===== src/rtl/apa102_frame_engine_if.sv =====
// apa102_frame_engine_if
//   Bundles the pixel-write, mask, frame-request and strand signals of one
//   APA102 frame engine. The engine uses the slave modport, whatever drives
//   the engine (controller or bench) uses the master modport.
//   wr_en/wr_addr/wr_data : pixel buffer write port (data = {bri5, b8, g8, r8})
//   mask_ld/mask_in       : load the per-LED on/off mask
//   rotate_en             : rotate the mask once after each completed frame
//   start                 : frame request
//   busy/done             : frame in progress / one-cycle completion pulse
//   sck/mosi              : strand clock and data
interface apa102_frame_engine_if #(
  parameter int NUM_LEDS = 12
);
  localparam int AW = (NUM_LEDS > 1) ? $clog2(NUM_LEDS) : 1;

  logic                wr_en;
  logic [AW-1:0]       wr_addr;
  logic [28:0]         wr_data;
  logic                mask_ld;
  logic [NUM_LEDS-1:0] mask_in;
  logic                rotate_en;
  logic                start;
  logic                busy;
  logic                done;
  logic                sck;
  logic                mosi;

  modport master (
    output wr_en, wr_addr, wr_data, mask_ld, mask_in, rotate_en, start,
    input  busy, done, sck, mosi
  );

  modport slave (
    input  wr_en, wr_addr, wr_data, mask_ld, mask_in, rotate_en, start,
    output busy, done, sck, mosi
  );
endinterface


===== src/rtl/apa102_frame_engine.sv =====
// apa102_frame_engine
//   Drives one APA102 LED strand. Holds a 29-bit pixel word per LED and, on a
//   start request, shifts out a full frame on sck/mosi: 32 zero bits, one
//   32-bit word per LED (masked-off LEDs get brightness 0), then
//   32*END_WORDS one bits. The on/off mask can rotate after every frame.
//   clk   : system clock
//   reset : asynchronous active-high reset
//   bus   : apa102_frame_engine_if slave modport (write port, mask control,
//           start/busy/done handshake, sck/mosi strand pins)
module apa102_frame_engine #(
  parameter int NUM_LEDS = 12,
  parameter int CLK_DIV  = 64
) (
  input  logic                  clk,
  input  logic                  reset,
  apa102_frame_engine_if.slave  bus
);
  localparam int AW        = (NUM_LEDS > 1) ? $clog2(NUM_LEDS) : 1;
  localparam int END_WORDS = (NUM_LEDS + 63) / 64;
  localparam int EWB       = $clog2(END_WORDS + 1);
  localparam int WW        = (AW > EWB) ? AW : EWB;
  localparam int DW        = (CLK_DIV > 1) ? $clog2(CLK_DIV) : 1;

  localparam logic [1:0] S_IDLE     = 2'd0;
  localparam logic [1:0] S_START_FR = 2'd1;
  localparam logic [1:0] S_LED_FR   = 2'd2;
  localparam logic [1:0] S_END_FR   = 2'd3;

  logic [1:0]          state_q, state_d;
  logic [DW-1:0]       div_q, div_d;
  logic                sck_q, sck_d;
  logic [4:0]          bit_q, bit_d;
  logic [WW-1:0]       word_q, word_d;
  logic [31:0]         shift_q, shift_d;
  logic                busy_q, busy_d;
  logic                done_q, done_d;
  logic [NUM_LEDS-1:0] mask_q, mask_d;
  logic [NUM_LEDS-1:0] frame_mask_q, frame_mask_d;

  logic [28:0]         pix_q [NUM_LEDS];
  logic [AW-1:0]       fetchIdx;
  logic [31:0]         fetchWord;
  logic [NUM_LEDS-1:0] maskRot;
  logic                frameDone;

  // Pixel buffer: plain storage, deliberately left out of reset so a reset
  // mid-show does not blank the colours the controller already loaded.
  always_ff @(posedge clk) begin
    if (bus.wr_en && (int'(bus.wr_addr) < NUM_LEDS)) begin
      pix_q[bus.wr_addr] <= bus.wr_data;
    end
  end

  // Rotation toward higher LED index; a single LED has nothing to rotate.
  if (NUM_LEDS > 1) begin : g_rot
    assign maskRot = {mask_q[NUM_LEDS-2:0], mask_q[NUM_LEDS-1]};
  end else begin : g_norot
    assign maskRot = mask_q;
  end

  // The next LED word is fetched at the boundary where the previous word
  // finishes: LED 0 at the end of the start word, LED k+1 at the end of LED k.
  always_comb begin
    fetchIdx  = (state_q == S_LED_FR) ? AW'(word_q + 1'b1) : '0;
    fetchWord = frame_mask_q[fetchIdx] ? {3'b111, pix_q[fetchIdx]} : 32'hE000_0000;
  end

  // Frame sequencer: each bit is CLK_DIV cycles low then CLK_DIV cycles high;
  // the shift register advances only on the falling sck edge so mosi is
  // steady across the whole high phase.
  always_comb begin
    state_d      = state_q;
    div_d        = div_q;
    sck_d        = sck_q;
    bit_d        = bit_q;
    word_d       = word_q;
    shift_d      = shift_q;
    busy_d       = busy_q;
    done_d       = 1'b0;
    frame_mask_d = frame_mask_q;
    frameDone    = 1'b0;

    if (state_q == S_IDLE) begin
      if (bus.start) begin
        state_d      = S_START_FR;
        busy_d       = 1'b1;
        div_d        = '0;
        sck_d        = 1'b0;
        bit_d        = '0;
        word_d       = '0;
        shift_d      = '0;
        frame_mask_d = mask_q;
      end
    end else if (div_q == DW'(CLK_DIV - 1)) begin
      div_d = '0;
      if (!sck_q) begin
        sck_d = 1'b1;
      end else begin
        sck_d = 1'b0;
        if (bit_q != 5'd31) begin
          bit_d   = bit_q + 1'b1;
          shift_d = {shift_q[30:0], 1'b0};
        end else begin
          bit_d = '0;
          case (state_q)
            S_START_FR: begin
              state_d = S_LED_FR;
              word_d  = '0;
              shift_d = fetchWord;
            end
            S_LED_FR: begin
              if (word_q == WW'(NUM_LEDS - 1)) begin
                state_d = S_END_FR;
                word_d  = '0;
                shift_d = '1;
              end else begin
                word_d  = word_q + 1'b1;
                shift_d = fetchWord;
              end
            end
            S_END_FR: begin
              if (word_q == WW'(END_WORDS - 1)) begin
                state_d   = S_IDLE;
                word_d    = '0;
                shift_d   = '0;
                busy_d    = 1'b0;
                done_d    = 1'b1;
                frameDone = 1'b1;
              end else begin
                word_d  = word_q + 1'b1;
                shift_d = '1;
              end
            end
            default: state_d = S_IDLE;
          endcase
        end
      end
    end else begin
      div_d = div_q + 1'b1;
    end
  end

  // Mask register: an explicit load always beats the end-of-frame rotate.
  always_comb begin
    mask_d = mask_q;
    if (bus.mask_ld) begin
      mask_d = bus.mask_in;
    end else if (frameDone && bus.rotate_en) begin
      mask_d = maskRot;
    end
  end

  // State registers.
  always_ff @(posedge clk or posedge reset) begin
    if (reset) begin
      state_q      <= S_IDLE;
      div_q        <= '0;
      sck_q        <= 1'b0;
      bit_q        <= '0;
      word_q       <= '0;
      shift_q      <= '0;
      busy_q       <= 1'b0;
      done_q       <= 1'b0;
      mask_q       <= '1;
      frame_mask_q <= '1;
    end else begin
      state_q      <= state_d;
      div_q        <= div_d;
      sck_q        <= sck_d;
      bit_q        <= bit_d;
      word_q       <= word_d;
      shift_q      <= shift_d;
      busy_q       <= busy_d;
      done_q       <= done_d;
      mask_q       <= mask_d;
      frame_mask_q <= frame_mask_d;
    end
  end

  assign bus.sck  = sck_q;
  assign bus.mosi = shift_q[31];
  assign bus.busy = busy_q;
  assign bus.done = done_q;
endmodule

===== src/flat_wrapper.sv =====
// flat-port wrapper written by rule: the top's interface ports become plain ports
module apa102_frame_engine_flat 
#(
  parameter int NUM_LEDS = 12,
  parameter int CLK_DIV  = 64
)
  (clk, reset, bus_wr_en, bus_wr_addr, bus_wr_data, bus_mask_ld, bus_mask_in, bus_rotate_en, bus_start, bus_busy, bus_done, bus_sck, bus_mosi);
  apa102_frame_engine_if #(.NUM_LEDS(NUM_LEDS)) bus_i ();
  input  logic clk;
  input  logic reset;
  input wire logic [$bits(bus_i.wr_en)-1:0] bus_wr_en;
  input wire logic [$bits(bus_i.wr_addr)-1:0] bus_wr_addr;
  input wire logic [$bits(bus_i.wr_data)-1:0] bus_wr_data;
  input wire logic [$bits(bus_i.mask_ld)-1:0] bus_mask_ld;
  input wire logic [$bits(bus_i.mask_in)-1:0] bus_mask_in;
  input wire logic [$bits(bus_i.rotate_en)-1:0] bus_rotate_en;
  input wire logic [$bits(bus_i.start)-1:0] bus_start;
  output wire logic [$bits(bus_i.busy)-1:0] bus_busy;
  output wire logic [$bits(bus_i.done)-1:0] bus_done;
  output wire logic [$bits(bus_i.sck)-1:0] bus_sck;
  output wire logic [$bits(bus_i.mosi)-1:0] bus_mosi;
  assign bus_i.wr_en = bus_wr_en;
  assign bus_i.wr_addr = bus_wr_addr;
  assign bus_i.wr_data = bus_wr_data;
  assign bus_i.mask_ld = bus_mask_ld;
  assign bus_i.mask_in = bus_mask_in;
  assign bus_i.rotate_en = bus_rotate_en;
  assign bus_i.start = bus_start;
  assign bus_busy = bus_i.busy;
  assign bus_done = bus_i.done;
  assign bus_sck = bus_i.sck;
  assign bus_mosi = bus_i.mosi;
  apa102_frame_engine #(.NUM_LEDS(NUM_LEDS), .CLK_DIV(CLK_DIV)) u_core (.clk(clk), .reset(reset), .bus(bus_i));
endmodule

===== config.mk =====
export PLATFORM = sky130hd
export DESIGN_NAME = apa102_frame_engine_flat
export DESIGN_NICKNAME = d
export VERILOG_FILES = /design/src/rtl/apa102_frame_engine_if.sv /design/src/rtl/apa102_frame_engine.sv /design/src/flat_wrapper.sv
export SDC_FILE = /design/constraint.sdc
export NUM_CORES = 1
export LEC_CHECK = 0
export ABC_AREA = 1
export CORE_MARGIN = 1
export CORE_UTILIZATION = 32
export DETAILED_ROUTE_END_ITERATION = 12
export DONT_BUFFER_PORTS = 1
export PLACE_DENSITY_LB_ADDON = 0.2
export SLEW_MARGIN = 0
export SYNTH_ARGS = -nofsm -noshare
export SYNTH_HDL_FRONTEND = slang
export SYNTH_SLANG_ARGS = --single-unit

===== constraint.sdc =====
create_clock -name clk -period 2.08 [get_ports clk]
set_input_delay 0.208 -clock clk [delete_from_list [all_inputs] [get_ports clk]]
set_output_delay 0.208 -clock clk [all_outputs]
set_load 0.1 [all_outputs]

## Word-level counts from Yosys, hierarchy flattened

Memory sizes are Yosys's and may differ from the RTL's.
Cells that the tools add are included.

- Mux-type cells: 57
- Equality and inequality tests: 10
- Magnitude comparators: 2
- $add $sub $neg: 3
- Reduce and logical (&&, ||, !) cells: 18

Operators by type and width:

| operator | count |
|---|---|
| two-way mux 32 bit | 7 |
| case mux 32 bit (3 select lines) | 1 |
| two-way mux 4 bit | 8 |
| two-way mux 29 bit | 1 |
| two-way mux 5 bit | 5 |
| two-way mux 12 bit | 2 |
| two-way mux 1 bit | 20 |
| two-way mux 6 bit | 3 |
| two-way mux 2 bit | 7 |
| case mux 4 bit (3 select lines) | 1 |
| AND reduction 6 bit | 2 |
| nonzero test 2 bit | 5 |
| adder 6 x 1 -> 6 bit (second input constant) | 1 |
| == test 6 bit (second input constant) | 1 |
| case mux 2 bit (3 select lines) | 1 |
| adder 5 x 1 -> 5 bit (second input constant) | 1 |
| less-than comparator 4 x 5 -> 1 bit (second input constant) | 1 |
| != test 5 bit (second input constant) | 1 |
| AND reduction 5 bit | 1 |
| nonzero test 5 bit | 1 |
| adder 4 x 1 -> 4 bit (second input constant) | 1 |
| binary-select mux 1 bit (select 4 bit) | 1 |
| == test 2 bit (second input constant) | 2 |
| == test 4 bit (second input constant) | 1 |
| 13 further kinds | 15 |

- Input bits: 51
- Memories kept: 1
- Register bits after elaboration: 76
- Memory bits (writable): 348

Memory list:

| memory | depth | width | read ports | clocked after Yosys merged registers in | wr ports | RTL line | text |
|---|---|---|---|---|---|---|---|
| u_core.pix_q | 12 | 29 | 1 | 0 | 1 | apa102_frame_engine.sv:40 | `logic [28:0] pix_q [NUM_LEDS];` |

## Depth between registers and ports, before layout

Gate-level depths: netlist of run 1.

- Depth after elaboration: 11
- Gate-level depth with buffers: 17
- Depth with buffers taken out: 14

## Worst setup path before layout of run 1

No wires, ideal clock.

- Kind: input port to flip-flop
- Start point: input bus_wr_addr[1]
- End point: memory u_core.pix_q[6][0], enable pin
- Path slack: -768 ps
- Data required time: 1628 ps
- Buffers on the path: 0
- Stages: 4
- Data arrival time: 2397 ps
- Path through: inv_1 nor2_1 nand2_1 nor3_1

- Longest elaborated chain between the ends: 4

Ends and longest elaborated chain:

| what | RTL line | text |
|---|---|---|
| start, declared | flat_wrapper.sv:12 | `input wire logic [$bits(bus_i.wr_addr)-1:0] bus_wr_addr;` |
| less-than comparator 4 bit | apa102_frame_engine.sv:49 | `if (bus.wr_en && (int'(bus.wr_addr) < NUM_LEDS)) begin` |
| logical AND 1 bit | apa102_frame_engine.sv:49 |  |
| two-way mux 1 bit | apa102_frame_engine.sv:49 |  |
| two-way mux 1 bit (implied by the code) | apa102_frame_engine.sv:50 | `pix_q[bus.wr_addr] <= bus.wr_data;` |
| end, declared | apa102_frame_engine.sv:40 |  |

Parallel ways exist; a longest one is shown, timed or not.

## Worst setup path in the final report of run 1

- Start point: register u_core.state_q[1]
- End point: register u_core.shift_q[2]

- Longest elaborated chain between the ends: 11
- Elaborated cells on any way between the ends: 20
- Classes of those cells: eq/ne: 4; mux: 10; reduce/logical: 5; memory: 1

Ends and longest elaborated chain:

| what | RTL line | text |
|---|---|---|
| start, declared | apa102_frame_engine.sv:29 | `logic [1:0] state_q, state_d;` |
| start signal, assigned | apa102_frame_engine.sv:167 | `state_q <= state_d;` |
| == test 2 bit | apa102_frame_engine.sv:64, apa102_frame_engine.sv:105 |  |
| two-way mux 4 bit | apa102_frame_engine.sv:64 | `fetchIdx = (state_q == S_LED_FR) ? AW'(word_q + 1'b1) : '0;` |
| binary-select mux 1 bit (select 4 bit) | apa102_frame_engine.sv:65 | `fetchWord = frame_mask_q[fetchIdx] ? {3'b111, pix_q[fetchIdx]} : 32'hE000_0000;` |
| two-way mux 1 bit (implied by the code) | apa102_frame_engine.sv:65 |  |
| two-way mux 29 bit | apa102_frame_engine.sv:65 |  |
| two-way mux 32 bit | apa102_frame_engine.sv:112 | `if (word_q == WW'(NUM_LEDS - 1)) begin` |
| case mux 32 bit (3 select lines) | apa102_frame_engine.sv:105 | `case (state_q)` |
| two-way mux 32 bit | apa102_frame_engine.sv:100 | `if (bit_q != 5'd31) begin` |
| two-way mux 32 bit | apa102_frame_engine.sv:96 | `if (!sck_q) begin` |
| two-way mux 32 bit | apa102_frame_engine.sv:94 | `end else if (div_q == DW'(CLK_DIV - 1)) begin` |
| two-way mux 32 bit | apa102_frame_engine.sv:83 | `if (state_q == S_IDLE) begin` |
| end signal, assigned | apa102_frame_engine.sv:172 | `shift_q <= shift_d;` |
| end, declared | apa102_frame_engine.sv:34 | `logic [31:0] shift_q, shift_d;` |

Parallel ways exist; a longest one is shown, timed or not. The select of a mux whose other input is x is not followed.
A chain may end at the register's enable or synchronous reset.

==> results.md, run 1 <==
* HPWL after detailed placement at 27.79 mm
* DR DRC count at 0
* CORE AREA at 55,420 µm²
* Failing checks: setup timing
* Placed cells at 2,424
* Synthesized instance count at 1,634
* CTS tree: yes
* Non-filler cells, final at 2,594
* Crit-path max FO at 6
* Synth Register Bits at 424
* Die width at 239.4 µm
* Maxcap violations at 0
* Critical-path cell list: ha_4, buf_12, nand2_8, buf_16, buf_8, clkbuf_16, nand2_2, nand3_1, nand3_1, nand3_1, nand2_1, o21ai_2, nand3_1, o21ai_1
* HP Class: in -> reg
* Worst-skew pair later-pin latency at 590 ps
* Reg-to-reg slack, setup at -10 ps
* Clock tree buffer depth at 3
* H-tree depth at 2
* Netlist area before placement at 18,030 µm²
* Critical path class: reg -> reg
* Final clock skew at 16.13 ps
* Fillers at 5,206
* CP max stage cell: dfrtp_1
* Tightest Pin Transition at 727.5 ps
* Setup violations, final at 2
* Fraction of registers with async set/reset at 17.92%
* Crit path required time at 2590 ps
* Max Clock Freq at 478.5 MHz
* Global route total overflow at 0
* Min Hold Slack at 18.15 ps
* Max-slew violations at 0
* Post-synth net total at 1,694
* Clk sink count at 424
* Port bufs at 0
* Wire per inst at 19.50 µm
* Routability Congestion at 0.7454
* Post-DRT Antenna Nets at 0
* Placed cell areas at 20,020 µm²
* Register area share after synthesis at 68.66%
* VDD IR max at 529.6 µV
* Crit-path max cell delay at 420 ps
* CP arrival at 2600 ps
* LEAKAGE at 8.848 nW
* 1st-iter DRT viols at 928
* Via Count at 12,466
* Critical Path Source Type: flop
* First drt pass iteration count at 7
* Pwr Total at 18.24 mW
* Gr usage total at 17.52%
* Die area at 57,310 µm²
* Distinct cells, synth at 42
* Tcrit/Tclk final at 100.5%
* Initial antenna violation count at 2
* Hold Fails Final Rpt at 0
* Synth warn at 0
* Seq. cell area at 12,380 µm²
* Setup ws final at -9.670 ps
* Clock Tree Root: clkbuf_16
* CTS Buf Count at 49
* Post-Route WL at 50.58 mm
* Initial Util at 32.54%
* Max-slew headroom at 51.34%
* Bufs and invs on worst path at 4
* Post-DR vias/cell at 4.806
* RSZ-0062 raised after global routing: true
* Cell Rows at 86
* Pwr dens at 787.5 nW/µm²
* CP most frequent cell: nand3_1
* Critical path's top delay family: buffers and inverters
* Nets@finish at 1,865
* Area growth from synthesis to layout at 28.42%
* Post-synth EDFFs at 348
* Outcome: finished with violations
* Post-layout instance area at 23,160 µm²
* Ports at 55
* Pin count of the biggest net entering global routing at 63
* Worst-path clk slew at 60 ps
* Layout Utilization at 41.80%
* Min Tclk post-route at 2090 ps
* Multi-input logic area at 5238 µm²
* Synth Flop Type: edfxtp_1
* First-pass GRT wire length at 75.42 mm
* Vias in the first global route at 12,319
* Die boundary height at 239.4 µm
* Avg Cell Area, Syn at 11.04 µm²
* Proportion of layout cells with a drive suffix above 1 at 20.98%
* Worst setup EP type: flop
worst register-to-register path, stage by stage (launching register included):
cell and delay (ps):
dfrtp_1 420, ha_4 190, buf_12 140, nand2_8 120, buf_16 170, buf_8 170
clkbuf_16 150, nand2_2 40, nand3_1 60, nand3_1 80, nand3_1 90, nand2_1 80
o21ai_2 150, nand3_1 80, o21ai_1 70
synth_stat cells, types with 16 or more instances:
master | instances | area share [%]
nand2_1 | 490 | 10
edfxtp_1 | 348 | 58
nand3_1 | 199 | 5.5
a21oi_1 | 95 | 2.6
inv_1 | 92 | 1.9
o21ai_0 | 88 | 2.4
o21ai_1 | 70 | 1.9
dfrtp_1 | 52 | 7.2
buf_2 | 32 | 0.89
dfstp_2 | 24 | 3.5
buf_4 | 22 | 0.92
clkbuf_1 | 20 | 0.42
nor2_1 | 20 | 0.42
buf_6 | 16 | 1.0
what timing repair did:
item                                    CTS  global route
pin swaps                                 3            55
endpoints found under the hold margin   429             0
resized for setup                        40           131
gates cloned                              9             9
buffers inserted                          8            11
hold buffers                             45             0
endpoints found under the setup margin   45            49
per-stage QoR:
| step | setup slack, ps | TNS (ps) |
|---|---|---|
| final | -9.670 | -12.46 |
| after global routing | -136.7 | -1842 |
| after CTS | -22.70 | -59.74 |
| after detailed placement | -195.7 | -5466 |
| after global placement | -153.8 | -4030 |
| after floorplan | -159.2 | -4152 |
cells in the final DEF (no fill, tap or decap), types with 9 or more instances in the layout:
cell type / count
buf_4: 91
clkbuf_16: 60
edfxtp_1: 348
a21oi_2: 11
dfrtp_1: 52
nand2_2: 25
dfstp_2: 24
o21ai_1: 80
a21oi_1: 85
nand3_2: 26
clkbuf_1: 21
nor2_4: 15
inv_1: 89
nand3_1: 174
o21ai_0: 63
o21ai_2: 13
nand2_1: 466
buf_12: 47
nor2_1: 9
dlygate4sd3_1: 45
report_power, final:
part           switching, mW  internal [mW]  leakage (nW)
clock network           3.47           4.76         0.748
logic                  0.357          0.180          4.10
registers             0.0471           9.42          4.00
worst paths after layout:
path / startpoint / endpoint / cells after the start
setup / recovery: u_core.state_q[1] / u_core.shift_q[2] / 14
hold / removal: bus_wr_addr[3] / u_core.pix_q[4][8] / 2
setup reg to reg: u_core.state_q[1] / u_core.shift_q[2] / 14
hold reg to reg: u_core.shift_q[13] / u_core.shift_q[13] / 2
max in group asynchronous: reset / u_core.frame_mask_q[5] / 3
min in group asynchronous: reset / u_core.shift_q[2] / 2
per-layer routing:
metal	track usage, %	vias to the layer above	part of all wire (%)
met2	29.40	259	49
met5	0	-	0.024
met3	2.558	67	4.1
met1	23.56	6150	45
met4	4.837	2	2.0
li1	-	5988	-
flip-flops by register name, indices dropped and copies added, names as in the netlist:
name and count:
u_core.word_q 4, u_core.bus.busy 1, u_core.frame_mask_q 12, u_core.state_q 2, u_core.mask_q 12, u_core.bus.done 1, u_core.bus.sck 1, u_core.pix_q 348
u_core.bit_q 5, u_core.div_q 6, u_core.shift_q 32
cell type report:
class                      count  share of cell area [%]
inverter                      99                   1.696
clock buffer                  77                   6.196
multi-input combinational   1019                   22.61
antenna                        1                 0.01080
timing repair buffer         212                   11.54
clock inverter                14                  0.4376
sequential                   424                   53.46
tap                          748                   4.041
cell families (layout without fill, tap and decap cells):
logic type / count (synthesis) / after routing / synth area share (%)
adder cells (fa/ha/maj): 9 / 9 / 0.6244
other: 0 / 1 / 0
flip-flops: 424 / 424 / 68.66
buffers and inverters: 193 / 402 / 5.404
AND/OR/NAND/NOR: 739 / 741 / 17.52
AO/OA/AOI/OAI: 264 / 264 / 7.507
multiplexers: 1 / 1 / 0.05550
XOR/XNOR: 4 / 4 / 0.2359
Note: power is estimated with default switching activity, not from simulation.
==> run 2, diff against run 1 <==
--- a/config.mk
+++ b/config.mk
@@ -10,6 +10,7 @@
 export CORE_UTILIZATION = 32
 export DETAILED_ROUTE_END_ITERATION = 12
 export DONT_BUFFER_PORTS = 1
+export GPL_TIMING_DRIVEN = 0
 export PLACE_DENSITY_LB_ADDON = 0.2
 export SLEW_MARGIN = 0
 export SYNTH_ARGS = -nofsm -noshare
==> constraint.sdc (replaced) <==
create_clock -name clk -period 2.08 [get_ports clk]
set_input_delay 0.208 -clock clk [delete_from_list [all_inputs] [get_ports clk]]
set_output_delay 0.208 -clock clk [all_outputs]
set_load 0.05 [all_outputs]
==> results.md, run 2 (synthesis gave the netlist of run 1 again) <==
* Max-slew violations at 0 (unchanged)
* Final clock skew at 36.22 ps (+20.08 ps)
* Crit-path max FO at 10 (+4)
* Reg-to-reg slack, setup at -270 ps (-260 ps)
* Proportion of layout cells with a drive suffix above 1 at 24.49% (+3.5 points)
* Hold Fails Final Rpt at 0 (unchanged)
* R2R Path End: u_core.shift_q[14]
* RSZ-0062 raised after global routing: true
* Pwr dens at 775.5 nW/µm² (-1.5%)
* Reg2reg start: u_core.word_q[0]
* DR DRC count at 0 (unchanged)
* Worst-skew pair later-pin latency at 590 ps (about the same)
* Non-filler cells, final at 2,565 (-1.1%)
* Port bufs at 0 (unchanged)
* Worst setup EP type: flop
* Maxcap violations at 0 (unchanged)
* Die width at 239.4 µm (unchanged)
* Setup ws final at -266.9 ps (-257.3 ps)
* Max-slew headroom at 35.15% (-16 points)
* Diode count at 0 (-1)
* Layout Utilization at 41.53% (-0.26 points)
* Gr usage total at 17.98% (+0.45 points)
* Setup crit end: u_core.shift_q[14]
* Most frequent cells in the layout: nand2_1, edfxtp_1, nand3_1
* Min Hold Slack at 51.91 ps (+33.77 ps)
* Critical Path Source Type: flop
* Die area at 57,310 µm² (unchanged)
* Global route total overflow at 0 (unchanged)
* Clock tree buffer depth at 3 (unchanged)
* Max Clock Freq at 426.1 MHz (-11%)
* LEAKAGE at 8.715 nW (-1.5%)
* Wire per inst at 19.86 µm (+1.8%)
* Placed cells at 2,398 (-1.1%)
* Clock Tree Root: clkbuf_16
* Worst Setup SP: u_core.word_q[0]
* Pin count of the biggest net entering global routing at 39 (-38%)
* Nets@finish at 1,843 (-1.2%)
* Outcome: finished with violations
* Crit path required time at 2560 ps (-30 ps)
* Area growth from synthesis to layout at 27.62%
* CP arrival at 2830 ps (+230 ps)
* Vias in the first global route at 12,301 (-0.15%)
* Via Count at 12,432 (-0.27%)
* Failing checks: setup timing
* Worst-path clk slew at 60 ps (about the same)
* Post-Route WL at 50.93 mm (+0.69%)
* Setup violations, final at 29 (+27)
* Post-DR vias/cell at 4.847 (+0.85%)
* CTS tree: yes
* Routability Congestion at 0.8042 (+7.9%)
* Commonest non-fill, non-tap cell in the layout: nand2_1
* CORE AREA at 55,420 µm² (unchanged)
* First-pass GRT wire length at 76.58 mm (+1.5%)
* Initial Util at 32.54% (unchanged)
* VDD IR max at 539.7 µV (+1.9%)
* Largest reg by FF count: u_core.pix_q
* Critical path class: reg -> reg
* HPWL after detailed placement at 33.70 mm (+21%)
* Post-layout instance area at 23,020 µm² (-0.63%)
* H-tree depth at 2 (unchanged)
* Ports at 55 (unchanged)
* Pwr Total at 17.85 mW (-2.1%)
* 1st-iter DRT viols at 1,099 (+18%)
* Largest register FFs at 348 (unchanged)
* Final TNS setup at -6187 ps (-6175 ps)
* Die boundary height at 239.4 µm (unchanged)
* CTS Buf Count at 48 (-2.0%)
* Min Tclk post-route at 2347 ps (+257.3 ps)
* R2r worst-path depth at 15 (+1)
* Initial antenna violation count at 1 (-1)
* Cell Rows at 86 (unchanged)
* Clk sink count at 424 (unchanged)
* Biggest regs: u_core.pix_q: 348 flops, u_core.shift_q: 32 flops
* Placed cell areas at 19,460 µm² (-2.8%)
* Tcrit/Tclk final at 112.8% (+12 points)
* Post-DRT Antenna Nets at 0 (unchanged)
* HP Class: in -> reg
* Tightest Pin Transition at 969.7 ps (+242.2 ps)
* Dpl ws at -1162 ps (-966.8 ps)
* First drt pass iteration count at 7 (unchanged)
==> run 2: area by class of cell <==
| type | count | area (µm²) |
|---|---|---|
| plain buffers | 94 | 1050 |
| well taps | 748 | 935.9 |
| flip-flops and latches | 424 | 12380 |
| fillers | 5213 | 32400 |
| repair buffers | 99 | 1207 |
| clock inverters | 22 | 145.1 |
| clock buffers | 62 | 1281 |
| inverters | 99 | 399.1 |
| multi-input cells | 1017 | 5613 |
==> run 2: how the worst min path moves through the flow <==
| stage | from | end | slack (ps) | cells past startpoint |
|---|---|---|---|---|
| after floorplan | bus_wr_data[0] | u_core.pix_q[0][0] | 310 | 0 |
| after global placement | bus_wr_data[15] | u_core.pix_q[0][15] | 310 | 0 |
| after detailed placement | reset | u_core.shift_q[8] | 10 | 1 |
| after CTS | bus_mask_ld | u_core.mask_q[11] | 8 | 5 |
| after global routing | reset | u_core.shift_q[4] | 70 | 2 |
| final | bus_mask_ld | u_core.mask_q[11] | 50 | 5 |
==> run 2: worst max-delay path: stages, from the launching register on <==
cell and delay, ps:
dfrtp_2 420, inv_4 60, buf_12 120, buf_12 120, ha_4 290, nand2_8 90
buf_12 160, buf_12 150, buf_12 150, nand3_1 100, nand3_2 80, nand3_2 110
nand2_4 80, o21ai_2 110, nand3_1 80, o21ai_1 90
==> run 2: repair_timing <==
action / 4_1_cts / 5_1_grt
setup endpoints to repair: 52 / 51
setup buffers: 12 / 19
hold buffers: 45 / 0
endpoints found under the hold margin: 474 / 0
gates cloned: 4 / 3
resized for setup: 199 / 162
pin swaps: 37 / 62
==> run 2: where the power goes <==
part	leakage (nW)	internal [mW]	switching, mW
Clock	0.709	4.45	3.39
Sequential	4.00	9.42	0.0485
Combinational	4.01	0.180	0.362
Total	8.72	14.1	3.80
==> run 2: metal layers <==
metal	track usage, %	routed length [µm]	vias to the layer above
li1	-	-	5945
met1	24.21	22310	6118
met2	29.33	24380	289
met3	3.354	2884	78
met4	5.478	1345	2
met5	0	11	-
==> run 3, diff against run 2 <==
--- a/config.mk
+++ b/config.mk
@@ -6,6 +6,7 @@
 export NUM_CORES = 1
 export LEC_CHECK = 0
 export ABC_AREA = 1
+export ABC_CLOCK_PERIOD_IN_PS = 2080
 export CORE_MARGIN = 1
 export CORE_UTILIZATION = 32
 export DETAILED_ROUTE_END_ITERATION = 12
==> results of run 3 <==
Same layout as run 2: the final DEF is identical, and so are final timing and power.
